### src/rtl/ecg_decoder.sv
// ecg_decoder: serial MSB-first ECG packet decoder with sign/magnitude sample reconstruction.
// Optional macro UNDERFLOW_PREVENTION_EN adds an underflow_prevention bit, stuffing count and stuffing bits.
module ecg_decoder #(
    parameter int Data_width = 10
) (
    input  logic                         clk,
    input  logic                         rst,
    input  logic                         bit_in,
    input  logic                         bit_valid,
    output logic                         bit_ready,
    output logic signed [Data_width-1:0] sample_1,
    output logic signed [Data_width-1:0] sample_2,
    output logic signed [Data_width-1:0] sample_3,
    output logic signed [Data_width-1:0] sample_4,
    output logic [1:0]                   ecgidx,
    output logic [1:0]                   sub_sample_info,
    output logic [1:0]                   component_idx,
    output logic                         component_skip,
    output logic                         valid_op,
    input  logic                         out_ready,
    output logic                         stuff_err
);
    typedef enum logic [2:0] {HDR, STUFF_CNT, STUFF, SIGN, MAG, OUT} state_t;
    state_t state;
    logic [7:0] cnt;
    logic [1:0] idx;
    logic sign;
    logic [7:0] mag;
    logic run;
    logic signed [Data_width-1:0] s [4];
    logic [7:0] last_mag;
    logic [Data_width-1:0] mag_ext;
    logic [Data_width-1:0] rec;
`ifdef UNDERFLOW_PREVENTION_EN
    logic [7:0] stuff_c;
    logic [7:0] stuff_next;
    assign stuff_next = {stuff_c[6:0], bit_in};
`else
    assign stuff_err = 1'b0;
`endif
    assign last_mag = {5'd0, sub_sample_info, 1'b0} + 8'd2;
    assign mag_ext = {{(Data_width-9){1'b0}}, mag, bit_in};
    assign rec = sign ? -mag_ext : mag_ext;
    assign valid_op = state == OUT;
    assign bit_ready = run && state != OUT;
    assign sample_1 = s[0];
    assign sample_2 = s[1];
    assign sample_3 = s[2];
    assign sample_4 = s[3];
    // packet FSM: header capture, optional stuffing, sample assembly, output hold
    always_ff @(posedge clk or posedge rst) begin
        if (rst) begin
            state <= HDR;
            cnt <= '0;
            idx <= '0;
            sign <= 1'b0;
            mag <= '0;
            run <= 1'b0;
            s <= '{default: '0};
            ecgidx <= '0;
            sub_sample_info <= '0;
            component_idx <= '0;
            component_skip <= 1'b0;
`ifdef UNDERFLOW_PREVENTION_EN
            stuff_c <= '0;
            stuff_err <= 1'b0;
`endif
        end else begin
            run <= 1'b1;
`ifdef UNDERFLOW_PREVENTION_EN
            stuff_err <= 1'b0;
`endif
            if (state == OUT) begin
                if (out_ready) state <= HDR;
            end else if (bit_valid && bit_ready) begin
                case (state)
                    HDR: begin
                        cnt <= cnt + 8'd1;
                        case (cnt[2:0])
                            3'd0: ecgidx[1] <= bit_in;
                            3'd1: ecgidx[0] <= bit_in;
                            3'd2: sub_sample_info[1] <= bit_in;
                            3'd3: sub_sample_info[0] <= bit_in;
                            3'd4: component_idx[1] <= bit_in;
                            3'd5: component_idx[0] <= bit_in;
                            default: ;
                        endcase
                        if (cnt == 8'd6) begin
                            component_skip <= bit_in;
                            if (bit_in) s <= '{default: '0};
                        end
`ifdef UNDERFLOW_PREVENTION_EN
                        if (cnt == 8'd7) begin
                            cnt <= '0;
                            state <= bit_in ? STUFF_CNT : component_skip ? OUT : SIGN;
                        end
`else
                        if (cnt == 8'd6) begin
                            cnt <= '0;
                            state <= bit_in ? OUT : SIGN;
                        end
`endif
                    end
`ifdef UNDERFLOW_PREVENTION_EN
                    STUFF_CNT: begin
                        cnt <= cnt + 8'd1;
                        stuff_c <= stuff_next;
                        if (cnt == 8'd7) begin
                            cnt <= '0;
                            state <= stuff_next != 8'd0 ? STUFF : component_skip ? OUT : SIGN;
                        end
                    end
                    STUFF: begin
                        cnt <= cnt + 8'd1;
                        stuff_err <= bit_in;
                        if (cnt == stuff_c - 8'd1) begin
                            cnt <= '0;
                            state <= component_skip ? OUT : SIGN;
                        end
                    end
`endif
                    SIGN: begin
                        sign <= bit_in;
                        mag <= '0;
                        state <= MAG;
                    end
                    MAG: begin
                        cnt <= cnt + 8'd1;
                        mag <= {mag[6:0], bit_in};
                        if (cnt == last_mag) begin
                            cnt <= '0;
                            s[idx] <= rec;
                            idx <= idx + 2'd1;
                            state <= idx == 2'd3 ? OUT : SIGN;
                        end
                    end
                    default: state <= HDR;
                endcase
            end
        end
    end
endmodule

### config.mk
export PLATFORM = sky130hd
export DESIGN_NAME = ecg_decoder
export DESIGN_NICKNAME = d
export VERILOG_FILES = /design/src/rtl/ecg_decoder.sv
export SDC_FILE = /design/constraint.sdc
export NUM_CORES = 1
export LEC_CHECK = 0
export CAP_MARGIN = 5
export CORE_UTILIZATION = 55
export CTS_BUF_LIST = sky130_fd_sc_hd__clkbuf_2 sky130_fd_sc_hd__clkbuf_4 sky130_fd_sc_hd__clkbuf_8
export DETAILED_ROUTE_END_ITERATION = 8
export GPL_ROUTABILITY_DRIVEN = 0
export HOLD_SLACK_MARGIN = 0.02
export PLACE_DENSITY = 0.91
export SETUP_SLACK_MARGIN = 0.4
export SLEW_MARGIN = 10
export SYNTH_ARGS = -nofsm -noshare
export SYNTH_HDL_FRONTEND = slang
export SYNTH_SLANG_ARGS = --single-unit
### constraint.sdc
create_clock -name clk -period 2.31 [get_ports clk]
set_input_delay 0.231 -clock clk [delete_from_list [all_inputs] [get_ports clk]]
set_output_delay 0.231 -clock clk [all_outputs]
set_load 0.05 [all_outputs]
==> results by group <==
Detailed routing
  – Wire per inst: 24.8 um
  – Drt first pass iters: 6
  – Via density: 6.69
  – Starting DRT DRC Count: 310
  – Drt total wl: 10,700 um
  – Routed Antenna Nets: 0
  – Via count: 2,875
  – Residual DRC: 0

STA
  – Worst slew margin: 57.2%
  – Final Max Tran Viols: 0
  – Total negative setup slack: 0 ns
  – Max Clock Freq: 468 MHz
  – Worst Hold Margin: 0.259 ns
  – Post-route clock period utilization: 92.4%
  – Final setup fails: 0
  – Tightest Pin Transition: 0.637 ns
  – Skew final: 0.0113 ns
  – RSZ-0062 raised after global routing: yes
  – Final period demand of the worst path: 2.13 ns
  – PnR worst setup slack: 0.175 ns
  – Final Hold Vio Count: 0

Placement
  – Cell Area, Placed: 4000 um^2
  – HPWL reported at the end of detailed placement: 5700 um
  – DP Worst Slack: 0.209 ns
  – PortBufs: 53

Synthesis
  – Post-Syn Area: 3310 um^2
  – Post-synth top area share: 52.9%
  – Top-count cell post-synth: dfrtp_1
  – Area leader, netlist: dfrtp_1
  – Synth Register Bits: 70
  – EDFF count, synth: 0
  – Synth area leaders: dfrtp_1, o2bb2ai_1, ha_1
  – Synth Flop Type: dfrtp_1
  – Syn Nets: 288
  – Cells after synthesis: 272
  – Synth top cells by count: dfrtp_1, o2bb2ai_1, nand2_1, nor2_1, xor2_1
  – Cell variety after synth: 51
  – Fraction of registers with async set/reset: 100%
  – Yosys warning count: 0
  – Avg Inst Size Synth: 12.2 um^2
  – Seq/Total Area, Yosys: 52.9%

Setup path
  – Critical path fanouts, max: 10
  – Slowest Stage Delay on Critical Path: 0.46 ns
  – Crit path cell chain: nor4_2 > buf_4 > nand2_1 > and4bb_4 > a21oi_4 > buf_12 > o2bb2ai_1
  – CP Capture Type: flop
  – Data arrival, critical path: 2.35 ns
  – Kind of critical path: reg2reg
  – CP required: 2.52 ns
  – Critical path's slowest cell: dfrtp_2
  – Crit start category: flop

Finish
  – Synthesis-to-layout area growth: 37.0%
  – Final Instance Area: 4540 um^2
  – Final nets: 369
  – Storage cell area: 1760 um^2
  – Ratio of cells with drive above 1 in the final layout: 27.1%
  – Area of the multi-input gates: 1670 um^2
  – Diodes inserted: 0
  – Fillers: 275

Clocking
  – CTS sink count: 70
  – CTS root buffer: clkbuf_8
  – Clk pin slew, worst setup/hold paths: 0.09 ns
  – Clock Path Buffers: 2
  – CTS tree: built
  – Total CTS buffers: 9
  – Clk_lat worst skew: 0.35 ns
  – H-tree lvl count: 3

Min path
  – Min-delay worst type: in2async

GRT
  – Pin count of the biggest net entering global routing: 33
  – Total Routing Usage GR: 31.8%
  – First-pass GRT wire length: 14,700 um
  – Initial antenna violation count: 0
  – Vias in the first global route: 2,760
  – Grt ovf: 0

Run status
  – Status: finished, final reports clean

Die
  – Placeable Area: 5640 um^2
  – Initial Utilization: 58.7%
  – Die X: 79.6 um
  – Io pins: 55
  – Die H: 79.6 um
  – Row count: 27
  – Die area: 6330 um^2

Pwr
  – Leak: 1.89 nW
  – PD cells: 1240 nW/um^2
  – Worst VDD drop: 0.822 mV

Run
  – Max-cap viol count: 0
[power by group]
group	leakage (nW)	internal, mW	switching (mW)
Clock	0.0994	0.543	0.498
Sequential	0.940	1.49	0.410
Combinational	0.853	1.04	1.65
[state kept, by name (all words and copies together), names as in the netlist, 3 cells and up]
name and flops:
sample_1 10, cnt 8, sample_4 10, state 3, mag 8, sample_2 10
sample_3 10
[repair_timing]
action / 4_1_cts / 5_1_grt
hold buffers: 0 / 0
resized for setup: 20 / 22
pin swaps: 6 / 9
setup buffers: 4 / 10
setup endpoints to repair: 46 / 51
cloned: 2 / 0
[metal layers]
layer | GRT usage, % | vias up | share of wire [%]
met5 | 0 | - | 0
met4 | 13.8 | 0 | 4.0
met3 | 6.06 | 52 | 8.3
met2 | 50.9 | 206 | 48
met1 | 42.0 | 1441 | 39
li1 | - | 1176 | -
[final timing paths]
kind,startpoint,cells past startpoint,end,slack (ns)
max in group asynchronous,rst,3,sample_2[1],1.42
worst max register to register,cnt[5],7,sample_3[6],0.18
worst max-delay path,cnt[5],7,sample_3[6],0.18
worst min register to register,sample_2[7],1,sample_2[7],0.49
min in group clk,sample_2[7],1,sample_2[7],0.49
worst min-delay path,rst,2,ecgidx[1],0.26
[logic make-up after synthesis]
group | count (synthesis) | synth area share [%]
multiplexers | 5 | 1.66
flip-flops | 70 | 52.9
AND/OR/NAND/NOR | 69 | 13.3
XOR/XNOR | 16 | 4.23
other | 2 | 0.227
adder cells (fa/ha/maj) | 11 | 4.16
buffers and inverters | 19 | 3.40
AO/OA/AOI/OAI | 80 | 20.1
[cells in the final DEF, fill, tap and decap left out, types with 3 or more instances in the layout]
cell type        Yosys  final
and2_1               4      4
xor2_1              13     11
nand3_1              5      4
nand2_1             18     17
nand3b_1             6      6
nor2_1              13     10
o21ai_0              8      7
a31oi_4              1      3
clkdlybuf4s50_1      0     50
clkbuf_8             2     10
buf_12               0      4
dfrtp_2              0      7
a21oi_4              0      3
ha_1                11      9
o31ai_1              4      4
o2bb2ai_2            0      5
dfrtp_1             70     63
inv_1                8      6
buf_4                3     21
nand3_4              4      6
mux2_2               4      4
a22o_1               8      8
o2bb2ai_1           40     35
clkinvlp_4           0      3
[final cells by class]
class	count	area share [%]
Sequential cell	70	38.8
Clock buffer	11	3.20
Clock inverter	5	1.30
Inverter	9	0.828
Tap cell	72	1.99
Multi-Input combinational cell	185	36.8
Timing Repair Buffer	78	17.0
[critical path: cells and delay by family, from the launching register on]
kind / cells / cell delay [ns]
buffers and inverters: 2 / 0.37
flip-flops: 1 / 0.46
AO/OA/AOI/OAI: 2 / 0.21
AND/OR/NAND/NOR: 3 / 0.95
[stage by stage]
stage	power (mW)	utilization [%]	std cells
finish	5.63	80.4	430
global route	5.82	80.4	430
CTS	5.22	77.2	420
detailed placement	3.94	70.8	398
global placement	3.84	70.8	398
floorplan	3.31	-	272
(Power assumes the default switching activity.)
